**config.mk**
```make
export PLATFORM = sky130hd
export DESIGN_NAME = mag_sq_framer
export DESIGN_NICKNAME = d
export VERILOG_FILES = /design/src/rtl/mag_sq_framer.sv
export SDC_FILE = /design/constraint.sdc
export NUM_CORES = 1
export LEC_CHECK = 0
export BUFFER_PORTS_ARGS = -buffer_cell sky130_fd_sc_hd__buf_2
export CAP_MARGIN = 20
export CORE_MARGIN = 4
export CORE_UTILIZATION = 50
export CTS_BUF_LIST = sky130_fd_sc_hd__clkbuf_8
export DETAILED_ROUTE_END_ITERATION = 7
export HOLD_SLACK_MARGIN = 0.1
export PLACE_DENSITY = 0.79
export REMOVE_ABC_BUFFERS = 1
export SETUP_SLACK_MARGIN = 0.05
export SLEW_MARGIN = 5
export SYNTH_ARGS = -nofsm -noshare
export SYNTH_HDL_FRONTEND = slang
export SYNTH_SLANG_ARGS = --single-unit
```
**constraint.sdc**
```tcl
create_clock -name clk -period 5.5 [get_ports clk]
set_input_delay 0.275 -clock clk [delete_from_list [all_inputs] [get_ports clk]]
set_output_delay 0.275 -clock clk [all_outputs]
set_load 0.05 [all_outputs]
```
**src/rtl/mag_sq_framer.sv**
```systemverilog
// mag_sq_framer
//   Turns a stream of complex FFT bins into a fixed-length stream of scaled,
//   saturated magnitude-squared values (re^2 + im^2) for spectral_flux.
//   Every frame delivers exactly N bins. Bins beyond the N-th are accepted
//   and dropped. Short frames are zero-padded up to N. After the last bin of
//   a frame has been pushed, GAP idle cycles pass before the next frame is
//   accepted.
//
// Ports
//   clk        in   1     system clock, rising edge
//   reset      in   1     asynchronous reset, active low
//   fft_valid  in   1     input bin valid
//   fft_ready  out  1     bin is taken on a rising edge where fft_valid & fft_ready
//   fft_re     in   IN_W  signed real part
//   fft_im     in   IN_W  signed imaginary part
//   fft_last   in   1     final bin of the FFT frame
//   mag_valid  out  1     one-cycle strobe per output bin, no backpressure
//   mag_sq     out  W     (re^2 + im^2) >> SHIFT, saturated to W bits
//   frame_done out  1     pulse with the N-th mag_valid of a frame
//   frame_err  out  1     pulse with frame_done when the frame was zero-padded
//
// Handshake: a bin transfers on a rising clk edge where fft_valid and
// fft_ready are both 1. A source that sees fft_ready low keeps fft_valid and
// its data unchanged; nothing is captured on such an edge. The output side
// has no ready: mag_valid is a single-cycle strobe per bin.
module mag_sq_framer #(
    parameter int IN_W  = 16,
    parameter int W     = 16,
    parameter int N     = 8,
    parameter int SHIFT = 16,
    parameter int GAP   = 4
) (
    input  logic            clk,
    input  logic            reset,
    input  logic            fft_valid,
    output logic            fft_ready,
    input  logic [IN_W-1:0] fft_re,
    input  logic [IN_W-1:0] fft_im,
    input  logic            fft_last,
    output logic            mag_valid,
    output logic [W-1:0]    mag_sq,
    output logic            frame_done,
    output logic            frame_err
);

    localparam int CW = $clog2(N);
    localparam int GW = (GAP > 1) ? $clog2(GAP) : 1;
    localparam int PW = 2 * IN_W;
    localparam int SW = 2 * IN_W + 1;

    localparam logic [1:0] ST_STREAM  = 2'd0;
    localparam logic [1:0] ST_DISCARD = 2'd1;
    localparam logic [1:0] ST_PAD     = 2'd2;
    localparam logic [1:0] ST_GAP     = 2'd3;

    localparam logic [CW-1:0] LAST_BIN = CW'(N - 1);
    localparam logic [GW-1:0] LAST_GAP = GW'(GAP - 1);

    logic [1:0]    state;
    logic [CW-1:0] bin_cnt;
    logic [GW-1:0] gap_cnt;
    logic          started;   // holds fft_ready low until the first edge after reset

    logic accept;
    logic in_pad;
    logic push;
    logic push_end;

    assign fft_ready = started & ((state == ST_STREAM) | (state == ST_DISCARD));
    assign accept    = fft_valid & fft_ready;
    assign in_pad    = (state == ST_PAD);
    // Real bins enter only while streaming; pad bins enter every PAD cycle.
    assign push      = ((state == ST_STREAM) & accept) | in_pad;
    assign push_end  = push & (bin_cnt == LAST_BIN);

    // Frame control
    always_ff @(posedge clk or negedge reset) begin
        if (!reset) begin
            state   <= ST_STREAM;
            bin_cnt <= '0;
            gap_cnt <= '0;
            started <= 1'b0;
        end else begin
            started <= 1'b1;
            case (state)
                ST_STREAM: begin
                    if (accept) begin
                        if (bin_cnt == LAST_BIN) begin
                            state   <= fft_last ? ST_GAP : ST_DISCARD;
                            gap_cnt <= '0;
                        end else begin
                            bin_cnt <= bin_cnt + CW'(1);
                            if (fft_last) begin
                                state <= ST_PAD;
                            end
                        end
                    end
                end
                ST_DISCARD: begin
                    if (accept && fft_last) begin
                        state   <= ST_GAP;
                        gap_cnt <= '0;
                    end
                end
                ST_PAD: begin
                    if (bin_cnt == LAST_BIN) begin
                        state   <= ST_GAP;
                        gap_cnt <= '0;
                    end else begin
                        bin_cnt <= bin_cnt + CW'(1);
                    end
                end
                default: begin
                    if (gap_cnt == LAST_GAP) begin
                        state   <= ST_STREAM;
                        bin_cnt <= '0;
                    end else begin
                        gap_cnt <= gap_cnt + GW'(1);
                    end
                end
            endcase
        end
    end

    // Stage 1: input register (pad bins enter as zero)
    logic            s1_valid, s1_end, s1_pad;
    logic [IN_W-1:0] s1_re, s1_im;

    always_ff @(posedge clk or negedge reset) begin
        if (!reset) begin
            s1_valid <= 1'b0;
            s1_end   <= 1'b0;
            s1_pad   <= 1'b0;
            s1_re    <= '0;
            s1_im    <= '0;
        end else begin
            s1_valid <= push;
            s1_end   <= push_end;
            s1_pad   <= push_end & in_pad;
            s1_re    <= in_pad ? '0 : fft_re;
            s1_im    <= in_pad ? '0 : fft_im;
        end
    end

    // Stage 2: squares. Operands are sign-extended to PW bits so the low PW
    // bits of the product are the exact square, including (-2^(IN_W-1))^2.
    logic signed [PW-1:0] re_ext, im_ext;
    logic                 s2_valid, s2_end, s2_pad;
    logic [PW-1:0]        sq_re, sq_im;

    assign re_ext = {{IN_W{s1_re[IN_W-1]}}, s1_re};
    assign im_ext = {{IN_W{s1_im[IN_W-1]}}, s1_im};

    always_ff @(posedge clk or negedge reset) begin
        if (!reset) begin
            s2_valid <= 1'b0;
            s2_end   <= 1'b0;
            s2_pad   <= 1'b0;
            sq_re    <= '0;
            sq_im    <= '0;
        end else begin
            s2_valid <= s1_valid;
            s2_end   <= s1_end;
            s2_pad   <= s1_pad;
            sq_re    <= re_ext * re_ext;
            sq_im    <= im_ext * im_ext;
        end
    end

    // Stage 3: add, shift, saturate. The shifted sum is zero-extended so the
    // saturation compare is valid whether W is narrower or wider than SW.
    logic [SW-1:0]  sum, shifted;
    logic [SW+W:0]  wide;
    logic [W-1:0]   mag_next;

    assign sum      = {1'b0, sq_re} + {1'b0, sq_im};
    assign shifted  = sum >> SHIFT;
    assign wide     = {{(W+1){1'b0}}, shifted};
    assign mag_next = (wide > {{(SW+1){1'b0}}, {W{1'b1}}}) ? {W{1'b1}} : wide[W-1:0];

    always_ff @(posedge clk or negedge reset) begin
        if (!reset) begin
            mag_valid  <= 1'b0;
            mag_sq     <= '0;
            frame_done <= 1'b0;
            frame_err  <= 1'b0;
        end else begin
            mag_valid  <= s2_valid;
            mag_sq     <= s2_valid ? mag_next : '0;
            frame_done <= s2_valid & s2_end;
            frame_err  <= s2_valid & s2_pad;
        end
    end

endmodule

```
* Yosys cells after proc, flatten, opt, wreduce, memory -nomap -nowiden
Cells that the tools add are included.
** Word-level totals
- Bits in read-only memories :: 0
- Output and inout port bits :: 20
- Latch bits :: 0
- Memories :: 0
- Logic and storage cells :: 71
- Register bits after elaboration :: 129
- Memory bits (writable) :: 0
- Input bits :: 36
** Cells by class
- Equal/unequal tests :: 9
- Div/mod/pow operators :: 0
- Mux-type cells :: 21
- Order comparisons :: 1
- Reduce and logical (&&, ||, !) cells :: 7
- Bitwise gates (word level) :: 10
- Multipliers :: 2
- Add/sub/neg operators :: 3
- Shifts and indexed selects :: 0
** Operator list (count)
- 16-bit by 16-bit multiplier with 32-bit output :: 2
- 16-bit two-way mux :: 4
- 32-bit by 32-bit adder with 33-bit output :: 1
- 2-bit two-way mux :: 11
- 17-bit by 16-bit > comparator with 1-bit output (second input constant) :: 1
- 2-bit case mux with 3 select lines :: 2
- 3-bit two-way mux :: 3
- 3-bit case mux with 3 select lines :: 1
- 1-bit AND :: 7
- 3-bit AND reduction :: 2
- 5-bit AND reduction :: 1
- 2-bit == test (second input constant) :: 2
- 2-bit by 1-bit != test with 1-bit output (second input constant) :: 2
- 4-bit != test (second input constant) :: 1
- 4-bit nonzero test :: 1
- 3-bit by 1-bit adder with 3-bit output (second input constant) :: 1
- 3-bit == test (second input constant) :: 1
- 3-bit by 2-bit != test with 1-bit output (second input constant) :: 1
- 3-bit nonzero test :: 1
- 2-bit by 1-bit adder with 2-bit output (second input constant) :: 1
- 2-bit by 1-bit == test with 1-bit output (second input constant) :: 1
- 2-bit logical NOT :: 1
- 2-bit != test (second input constant) :: 1
- 1-bit bitwise OR :: 2
- other kinds (2) :: 2

* Logic depth before layout (Yosys ltp)
- Word-level depth :: 8
- Gate-level depth with buffers :: 26
- Mapped depth without buffers :: 24

* Least setup slack after synthesis
OpenSTA, ideal clock, no wires.
- Kind :: register -> register
- Start :: reg s1_re[15]
- End :: reg sq_re[29]
- Arrival time :: 6068 ps
- Period minus slack after synthesis :: 6148 ps
- Stages on the path, launching flop included :: 22
- Path buffers :: 2
- Data required time :: 5420 ps
- Path slack :: -648 ps
- Library setup time :: 80 ps
- Path through :: dfrtp_1 -> clkbuf_1 -> inv_1 -> buf_1 -> nor2_1 -> fa_1 -> fa_1 -> fa_1 -> fa_1 -> fa_1 -> inv_1 -> fa_1 -> inv_1 -> ha_1 -> a21o_1 -> a21o_1 -> a41oi_1 -> a21oi_1 -> o41a_2 -> a21o_2 -> a21oi_1 -> xnor2_1
** Between the ends
- Word-level cells in the longest chain between the ends :: 1
** RTL lines
- start, declared :: RTL line 127 : logic [IN_W-1:0] s1_re, s1_im;
- start signal, assigned :: RTL line 140 : s1_re <= in_pad ? '0 : fft_re;
- 16-bit by 16-bit multiplier with 32-bit output :: RTL line 165 : sq_re <= re_ext * re_ext;
- end signal, assigned :: RTL line 165
- end, declared :: RTL line 149 : logic [PW-1:0] sq_re, sq_im;
Every way passes these cells.
A chain may end at the register's enable or synchronous reset.

* Final worst setup path
- Start :: reg s1_im[5]
- End :: reg sq_im[30]
** Between the ends
- Word-level cells in the longest chain between the ends :: 1
** RTL lines
- start, declared :: RTL line 127
- start signal, assigned :: RTL line 141 : s1_im <= in_pad ? '0 : fft_im;
- 16-bit by 16-bit multiplier with 32-bit output :: RTL line 166 : sq_im <= im_ext * im_ext;
- end signal, assigned :: RTL line 166
- end, declared :: RTL line 149
Every way passes these cells.

==> summary.md <==
| Metric | Value |
|---|---|
| Total of flip-flops plus latches after synthesis | ~130 |
| Buffers from clock root to sink, at most | 2 |
| Via total after detailed routing | 17400 |
| Number of buffer cells added on primary ports | 55 |
| Routing layer with the top usage in global route | met2 |
| Kind of start point of the critical path | flop |
| Worst hold-check path type | input port to flop |
| Maximum net fanout on the critical path | 7 |
| Fraction of layout cells with a size suffix above 1 | 25.4% |
| TritonCTS sink count | 125 |
| Post-layout util | 63.4% |
| Fillers | 3300 |
| Via count of the first global-routing pass | 19800 |
| Final routed wire length divided by cell count | 16.9 um |
| Crit path time final | 6.12 ns |
| Library cell used as clock root buffer | sky130_fd_sc_hd__clkbuf_8 |
| Routed Antenna Nets | 0 |
| Antenna violations before repair | 2 |
| Pin count of the biggest net entering global routing | 85 |
| Async set-reset flop share out of synthesis | 100% |
| Htree depth | 4 |
| Setup repair after global routing missed its margin | true |
| Top Ports | between 50 and 60 |
| Number of flops mapped to enable cells by yosys | 0 |
| # Max-Cap Violations | 0 |
| Outcome | finished, violations left |
| Antenna diode count | 0 |
| Post-layout net count | 3480 |
| Die height | 221 um |
| Required time reported for the critical path endpoint | 5.90 ns |
| Setup crit end kind | flop |
| Seq/Total Area, Yosys | between 10% and 20% |
| Fraction of met2 tracks used by global routing | 42.2% |
| Total Die Area | 48900 um2 |
| Met1 Resource Use GR | 27.7% |
| Total setup violations reported at the end of the flow | 32 |
| Arrival time of data at the critical path endpoint | 6.53 ns |
| Later-pin clock latency in the skew report | 0.49 ns |
| Post-synthesis simple-gate area fraction | 10.0% |
| Failing checks | negative setup slack |
| Instance count of the mapped netlist | 2325 |
| Post-Synth Adder-Cell Area | between 50% and 60% |
| Worst slew margin relative to its limit | 32.8% |
| Clock Pin Slew Worst Setup and Hold Paths | about 0.090 ns |
| DR iter-0 viols | 904 |
| GRT Overall Usage | 23.0% |
| Wire length of the first global-routing pass | a little over 90000 um |
| Avg Cell Area, Syn | ~10 um2 |
| Layout overhead on the synthesized area | 24.3% |
| Post-route clock period utilization | 111% |
| First-pass detailed-route iteration total | 6 |
| Post-synthesis compound-gate area fraction | 6.96% |
| Detail-routed via count per cell | 5.17 |
| Met3 capacity usage during global routing | under 10% |
| Xor and xnor fraction of the mapped netlist area | between 3 and 4% |
| Hold violation count in the final report | 0 |
| Yosys warning count | 0 |
| Worst path most repeated cell | sky130_fd_sc_hd__fa_1 |
| Slew Viols, Final | 0 |
| DRC Markers | 0 |
| Count of standard-cell rows | 77 |
| Kind of critical path | flop to flop |
| Cell chain of the critical path | buf_6 -> buf_4 -> nand2_1 -> fa_1 -> fa_1 -> fa_1 -> inv_1 -> fa_1 -> fa_1 -> inv_1 -> fa_1 -> inv_1 -> ha_4 -> buf_4 -> nand3_1 -> nand2_1 -> o31ai_2 -> o211ai_1 -> nand3_1 -> a31oi_2 -> a21o_1 -> a21oi_2 -> xnor2_1 |
| Total congestion overflow | 0 |
| Most instantiated flip-flop cell in the synthesis netlist | sky130_fd_sc_hd__dfrtp_1 |
| Half-perimeter wire length after placement | approximately 43000 um |
| Core area | ~45000 um2 |
| Clock tree from TritonCTS | built |
| Synth unique cells | 68 |
| Post-Syn Area | around 23000 um2 |
| Post-route clock skew | 0.0177 ns |
| Weighted congestion at the end of routability-driven global placement | just over 0.9 |
| Maximum operating frequency | 163 MHz |
| Least setup slack across all paths after layout | -0.623 ns |
| Aggregate routed wire length | 56800 um |
| Starting density of the core | 51.0% |
| Num CTS Buffers | 17 |
| Mux contribution to synthesized area | 0.176% |
| Least-Margin Pin Slew | 1.01 ns |
| CP max stage delay | 0.58 ns |
| Crit path max-delay cell type | sky130_fd_sc_hd__fa_1 |
| Die W | 221 um |
| Combinational family with the most area after synthesis | adder cells |
## critical path, delay by kind of cell (launching register included)
family	cells	cell delay, ns
AND/OR/NAND/NOR	4	0.48
AO/OA/AOI/OAI	5	1.02
adder cells (fa/ha/maj)	7	3.31
buffers and inverters	6	0.59
XOR/XNOR	1	0.12
flip-flops	1	0.53
## stage by stage
stage / hold slack (ns) / instances / instance area, um2 / TNS, ns / setup WS [ns]
6_report: 0.137 / 3361 / 28200 / -10.65 / -0.623
5_1_grt: 0.148 / 3361 / 28200 / -16.41 / -0.796
4_1_cts: 0.133 / 3335 / 27700 / -6.54 / -0.463
3_5_place_dp: 0.252 / 3220 / 25800 / -12.24 / -0.643
3_3_place_gp: 0.241 / 3220 / 25800 / -10.27 / -0.576
2_1_floorplan: -0.0206 / 2268 / 22500 / -5.48 / -0.614
## routing by layer
metal  vias to the layer above  share of wire [%]
li1                       7787                  -
met5                         -              0.037
met3                       179                4.8
met2                       520                 53
met4                         4                3.9
met1                      8873                 38
## final cells by class
type                            instances  area (um2)  area share (%)
Clock inverter                         12         163           0.576
Clock buffer                           19         262           0.927
Timing Repair Buffer                  470        3710            13.1
Sequential cell                       125        3160            11.2
Tap cell                              592         741            2.63
Multi-Input combinational cell       1494       17700            62.9
Inverter                              649        2440            8.63
## path summary, 6_finish.rpt
| check | from | endpoint | slack, ns | cells past startpoint |
|---|---|---|---|---|
| worst max-delay path | s1_im[5]$_DFF_PN0_ | sq_im[30]$_DFF_PN0_ | -0.62 | 23 |
| min in group asynchronous | reset | s1_end$_DFF_PN0_ | 0.30 | 2 |
| worst min-delay path | fft_re[7] | s1_re[7]$_DFF_PN0_ | 0.14 | 2 |
| worst max register to register | s1_im[5]$_DFF_PN0_ | sq_im[30]$_DFF_PN0_ | -0.62 | 23 |
| worst min register to register | s1_valid$_DFF_PN0_ | s2_valid$_DFF_PN0_ | 0.35 | 0 |
| max in group asynchronous | reset | s1_re[2]$_DFF_PN0_ | 4.09 | 4 |
## registers in the layout (all words and copies together), names as in the netlist
register	flops
state	2
mag_sq	16
gap_cnt	2
s1_im	16
s2_valid	1
s2_end	1
s2_pad	1
sq_re	30
s1_end	1
s1_re	16
mag_valid	1
s1_pad	1
frame_done	1
started	1
frame_err	1
sq_im	30
s1_valid	1
bin_cnt	3
## Yosys cell counts, types with 15 or more instances
cell	number	area (um2)
sky130_fd_sc_hd__inv_1	649	2440
sky130_fd_sc_hd__fa_1	468	9370
sky130_fd_sc_hd__ha_1	219	2740
sky130_fd_sc_hd__nand2_1	175	657
sky130_fd_sc_hd__dfrtp_1	125	3130
sky130_fd_sc_hd__and2_1	87	544
sky130_fd_sc_hd__nor2_1	83	312
sky130_fd_sc_hd__xnor2_1	80	701
sky130_fd_sc_hd__a21oi_1	58	290
sky130_fd_sc_hd__clkbuf_1	52	195
sky130_fd_sc_hd__nor2b_1	45	282
sky130_fd_sc_hd__o21ai_0	34	170
sky130_fd_sc_hd__a21o_1	27	203
sky130_fd_sc_hd__xor2_1	22	193
sky130_fd_sc_hd__nand3_1	17	85.1
sky130_fd_sc_hd__nor3_1	15	75.1
## placed cells by master, fill, tap and decap left out, types with 25 or more instances in the layout
cell type	count
sky130_fd_sc_hd__inv_1	615
sky130_fd_sc_hd__fa_1	446
sky130_fd_sc_hd__buf_4	332
sky130_fd_sc_hd__ha_1	198
sky130_fd_sc_hd__nand2_1	157
sky130_fd_sc_hd__dfrtp_1	100
sky130_fd_sc_hd__xnor2_1	77
sky130_fd_sc_hd__nor2_1	71
sky130_fd_sc_hd__and2_1	67
sky130_fd_sc_hd__buf_2	54
sky130_fd_sc_hd__buf_6	46
sky130_fd_sc_hd__nor2b_1	43
sky130_fd_sc_hd__a21oi_1	40
sky130_fd_sc_hd__inv_2	34
sky130_fd_sc_hd__dlygate4sd3_1	32
sky130_fd_sc_hd__a21o_1	27
sky130_fd_sc_hd__dfrtp_2	25
## cell families after synthesis
kind of cell,Yosys count
buffers and inverters,706
adder cells (fa/ha/maj),687
AND/OR/NAND/NOR,471
AO/OA/AOI/OAI,229
flip-flops,125
XOR/XNOR,102
multiplexers,4
other,1
## what timing repair did
item	in CTS	in global routing
gates resized for setup	210	92
buffers inserted	54	36
endpoints found under the setup margin	33	38
hold buffers	32	0
hold endpoints to repair	72	0
pin swaps	109	84
Power is not shown: default switching activity piles up to over one toggle a cycle in this logic, so the estimate is an artifact.
